**src/rtl/booth_mult_pkg.sv**
```systemverilog
// Shared constants, FSM state and Booth operation encodings for the radix-4 multiplier.
package booth_mult_pkg;

    localparam int unsigned WIDTH     = 32;
    localparam int unsigned ITERS     = WIDTH / 2;
    localparam int unsigned LAST_ITER = ITERS - 1;

    typedef enum logic [1:0] {
        IDLE = 2'd0,
        RUN  = 2'd1,
        DONE = 2'd2
    } state_e;

    typedef enum logic [2:0] {
        ZERO = 3'd0,
        PA   = 3'd1,
        P2A  = 3'd2,
        M2A  = 3'd3,
        MA   = 3'd4
    } booth_op_e;

    // Radix-4 recoding of {b[i+1], b[i], b[i-1]}
    function automatic booth_op_e booth_decode(input logic [2:0] bits);
        booth_op_e op;
        case (bits)
            3'b001, 3'b010: op = PA;
            3'b011:         op = P2A;
            3'b100:         op = M2A;
            3'b101, 3'b110: op = MA;
            default:        op = ZERO;
        endcase
        return op;
    endfunction

endpackage

```
**src/rtl/booth_mult_counter64.sv**
```systemverilog
// Free-running 64-bit iteration counter with toggle-enable and synchronous clear.
module booth_mult_counter64 (
    input  logic        clk,
    input  logic        clr_n,
    input  logic        i_t,
    input  logic        i_clr,
    output logic [63:0] o_count
);

    logic [63:0] r_count;

    always_ff @(posedge clk or negedge clr_n) begin
        if (!clr_n) begin
            r_count <= '0;
        end else if (i_clr) begin
            r_count <= '0;
        end else if (i_t) begin
            r_count <= r_count + 64'd1;
        end
    end

    assign o_count = r_count;

endmodule

```
**src/rtl/booth_mult.sv**
```systemverilog
// Sequential radix-4 Booth multiplier: 16 steps per product, low word plus overflow flag out.
module booth_mult #(
    parameter int unsigned WIDTH = booth_mult_pkg::WIDTH,
    parameter int unsigned ITERS = booth_mult_pkg::ITERS
) (
    input  logic             clk,
    input  logic             clr_n,
    input  logic             ctrl_MULT,
    input  logic [WIDTH-1:0] data_operandA,
    input  logic [WIDTH-1:0] data_operandB,
    output logic [WIDTH-1:0] data_result,
    output logic             data_exception,
    output logic             data_resultRDY
);

    import booth_mult_pkg::*;

    state_e           r_state;
    logic [WIDTH-1:0] r_a;
    logic [WIDTH:0]   r_upper;
    logic [WIDTH-1:0] r_low;
    logic             r_guard;
    logic [WIDTH-1:0] r_result;
    logic             r_exc;
    logic             r_rdy;

    booth_op_e        w_op;
    logic [WIDTH+1:0] w_a1;
    logic [WIDTH+1:0] w_a2;
    logic [WIDTH+1:0] w_addend;
    logic             w_neg;
    logic [WIDTH+1:0] w_sum;
    logic [63:0]      w_count;
    logic             w_run;
    logic             w_last;

    assign w_run  = (r_state == RUN);
    assign w_last = (w_count == 64'(ITERS - 1));

    booth_mult_counter64 counter64 (
        .clk     (clk),
        .clr_n   (clr_n),
        .i_t     (w_run),
        .i_clr   (ctrl_MULT),
        .o_count (w_count)
    );

    // 34-bit partial keeps +/-2A exact even for the most negative multiplicand
    assign w_a1 = {{2{r_a[WIDTH-1]}}, r_a};
    assign w_a2 = {r_a[WIDTH-1], r_a, 1'b0};
    assign w_op = booth_decode({r_low[1:0], r_guard});

    always_comb begin
        w_addend = '0;
        w_neg    = 1'b0;
        case (w_op)
            PA:      w_addend = w_a1;
            P2A:     w_addend = w_a2;
            M2A: begin
                w_addend = ~w_a2;
                w_neg    = 1'b1;
            end
            MA: begin
                w_addend = ~w_a1;
                w_neg    = 1'b1;
            end
            default: w_addend = '0;
        endcase
    end

    // Subtraction reuses the single adder via inverted operand plus carry-in
    assign w_sum = {r_upper[WIDTH], r_upper} + w_addend + {{(WIDTH+1){1'b0}}, w_neg};

    always_ff @(posedge clk or negedge clr_n) begin
        if (!clr_n) begin
            r_state  <= IDLE;
            r_a      <= '0;
            r_upper  <= '0;
            r_low    <= '0;
            r_guard  <= 1'b0;
            r_result <= '0;
            r_exc    <= 1'b0;
            r_rdy    <= 1'b0;
        end else begin
            r_rdy <= 1'b0;
            if (ctrl_MULT) begin
                r_a     <= data_operandA;
                r_upper <= '0;
                r_low   <= data_operandB;
                r_guard <= 1'b0;
                r_state <= RUN;
            end else begin
                case (r_state)
                    IDLE: r_state <= IDLE;
                    RUN: begin
                        r_upper <= {w_sum[WIDTH+1], w_sum[WIDTH+1:2]};
                        r_low   <= {w_sum[1:0], r_low[WIDTH-1:2]};
                        r_guard <= r_low[1];
                        if (w_last) begin
                            r_state <= DONE;
                        end
                    end
                    DONE: begin
                        r_rdy    <= 1'b1;
                        r_result <= r_low;
                        r_exc    <= (r_upper[WIDTH-1:0] != {WIDTH{r_low[WIDTH-1]}});
                        r_state  <= IDLE;
                    end
                    default: r_state <= IDLE;
                endcase
            end
        end
    end

    assign data_result    = r_result;
    assign data_exception = r_exc;
    assign data_resultRDY = r_rdy;

endmodule

```
**config.mk**
```make
export PLATFORM = sky130hd
export DESIGN_NAME = booth_mult
export DESIGN_NICKNAME = d
export VERILOG_FILES = /design/src/rtl/booth_mult_pkg.sv /design/src/rtl/booth_mult_counter64.sv /design/src/rtl/booth_mult.sv
export SDC_FILE = /design/constraint.sdc
export NUM_CORES = 1
export LEC_CHECK = 0
export CORE_AREA = 5 5 144 146
export DETAILED_ROUTE_END_ITERATION = 8
export DIE_AREA = 0 0 149 151
export DONT_BUFFER_PORTS = 1
export PLACE_DENSITY = 0.75
export SYNTH_ARGS = -nofsm -noshare
export SYNTH_HDL_FRONTEND = slang
export SYNTH_SLANG_ARGS = --single-unit
```
**constraint.sdc**
```tcl
create_clock -name clk -period 5.6 [get_ports clk]
set_input_delay 0.56 -clock clk [delete_from_list [all_inputs] [get_ports clk]]
set_output_delay 0.56 -clock clk [all_outputs]
set_load 0.05 [all_outputs]
```
==> metrics <==
share of cells above drive strength 1 0.110; routed wire length 25.9 mm; # diodes 0; achievable frequency 0.224 GHz; max-cap violation count 0; antenna viol nets, final 0; Period minus WS final 4.46 ns; commonest non-fill, non-tap cells in the layout dfrtp_1 (196), nand2_1 (135), nor2_1 (93); Post-CTS Hold Fix Bufs 1; Synth top area share 0.435; VDD IR max 0.258 mV; CTS sink count 197; Pwr Density 360 mW/mm^2; Mapped Nets 1,284; Gate Count Post-Synth 1,182; IO Port Bufs 0; vias per cell 6.17; status complete, but fails checks; largest net degree at the start of global routing 198; CTS buffer count 17; post-synthesis sequential area ratio 0.435; Post-Place Cells 1,389; Starting Density 0.588; cell area after synthesis 0.0113 sq mm; #FFs+latches synth 197; H-tree Lvls 4; Final setup violation count 0; RSZ-0062 raised after global routing no; leak pwr 5.32 nW; CTS max path bufs 2; full die area 0.0225 sq mm; clock skew 0.0163 ns; nets 1,246; r2r endpoint r_upper[28]; warnings from Yosys 0; core area 0.0193 sq mm; flop2flop setup slack 1.14 ns; CTS tree done; Hold Vio Cnt, Final 2; IO Count 101; RR Startpoint r_low[1]; Non-Filler Instances 1,422; final max-slew violation count 0; Least-Margin Pin Slew 1.24 ns; setup TNS 0 ns; clk slew on worst S/H paths 0.08 ns; first-pass GRT wire length 43.6 mm; die height 151 um; crit share post-route 0.796; ys async rst share 1.00; Clk Latency, worst-skew pair 0.44 ns; GRT Overall Usage 0.237; R2R depth 14; critical path capture point type flip-flop; site row count 51; Post CTS Setup Buffer Count 0; Post-CTS Resized 0; DR WL/cell 18.2 um; gr ovfl total 0; vias post-DR 8,769; synth top area cells dfrtp_1 (44%), xor2_1 (6.7%), mux2_2 (6.4%); die width 149 um; post-synth cell types 66; CTS root buf clkbuf_16; DRT Pass-1 Iters 5; Hold Path Class primary input to asynchronous set/reset pin; Placer Congestion 0.940; DP HPWL 17.2 mm; WHS -0.00491 ns; antenna violations before repair 0; failing checks negative hold slack; syn_area_per_cell 9.59 sq um; Yosys top cell by area dfrtp_1; CP Max Fanout 31; Post-synth top flop dfrtp_1; leading cell type in the layout, fill and taps excluded dfrtp_1; critical path class flip-flop to flip-flop; drc violations 0; slew margin rel. 0.173; pre-CTS WS 1.25 ns; Worst EP arrival 4.77 ns; Layout area overhead 6.90%; vias in the first global route 8,634; startpoint types flip-flop; post-route setup slack 1.14 ns; Iter 0 DRT Violations 741; Worst Path Required 5.91 ns; number of enable flip-flop cells after synthesis 0
-- worst max path at each step --
stage	start	to	slack [ns]
detailed placement	r_low[1]	r_upper[28]	1.25
global route	r_low[1]	r_upper[28]	0.89
finish	r_low[1]	r_upper[28]	1.14
floorplan	r_low[1]	r_upper[29]	2.15
global placement	r_low[1]	r_upper[28]	1.42
CTS	r_low[1]	r_upper[28]	1.23
-- cell usage after synthesis, types with 11 or more instances --
cell type	count
mux2_2	64
dfrtp_1	197
xnor2_1	31
and3_1	16
nor4_1	25
a22oi_1	30
nor3_1	19
mux2i_1	33
o21ai_0	84
clkbuf_1	44
inv_1	11
nand4_1	22
ha_1	33
a21oi_1	67
nor2_1	94
nand2_1	135
nand3_1	43
xor2_1	87
a21o_1	20
-- metrics by stage --
stage	power, mW	utilization	area (sq um)
after floorplan	2.80	-	11300
after global placement	3.03	0.595	11500
after detailed placement	3.06	0.595	11500
after CTS	4.36	0.629	12100
after global routing	4.63	0.629	12100
final	4.36	0.629	12100
-- critical path: stages, from the launching register on --
cell and delay (ns):
dfrtp_2 0.76, buf_4 0.40, nor2_2 0.07, buf_4 0.25, a22oi_1 0.22, o21ai_0 0.19, fa_1 0.51, a21o_1 0.22
a221oi_2 0.44, o211ai_2 0.19, o21ai_2 0.29, o31ai_1 0.19, a311oi_1 0.35, xor2_1 0.19, o21ai_1 0.07
-- registers in the layout (all words and copies together) (netlist names) --
| name | flops |
|---|---|
| r_upper | 32 |
| counter64.o_count | 64 |
| r_low | 32 |
| data_result | 32 |
| data_exception | 1 |
| r_guard | 1 |
| r_a | 32 |
| data_resultRDY | 1 |
| r_state | 2 |
-- layer usage --
metal	vias up	GRT usage	share of wire
li1	4159	-	-
met1	4311	0.329	0.45
met2	271	0.376	0.48
met3	28	0.0586	0.064
met5	-	0	0
met4	0	0.0595	0.014
-- cell type report --
| cell class | instances | area (sq um) |
|---|---|---|
| Clock buffer | 17 | 425 |
| Clock inverter | 15 | 195 |
| Fill cell | 1649 | 7160 |
| Inverter | 11 | 41.3 |
| Multi-Input combinational cell | 911 | 6120 |
| Sequential cell | 197 | 4930 |
| Tap cell | 265 | 332 |
| Timing Repair Buffer | 6 | 65.1 |
-- power by group --
part,switching [mW],leakage (nW),internal [mW]
registers,0.199,2.58,1.57
clock network,0.642,0.301,0.615
logic,0.770,2.43,0.570
total,1.61,5.32,2.75
-- cells by family after synthesis --
kind of cell,share of synthesized area
compound gates,0.137
xor+xnor,0.0912
fa+ha+maj,0.0400
buf+inv,0.0267
flops,0.435
mux,0.0928
simple gates,0.177
(Power assumes the default switching activity.)
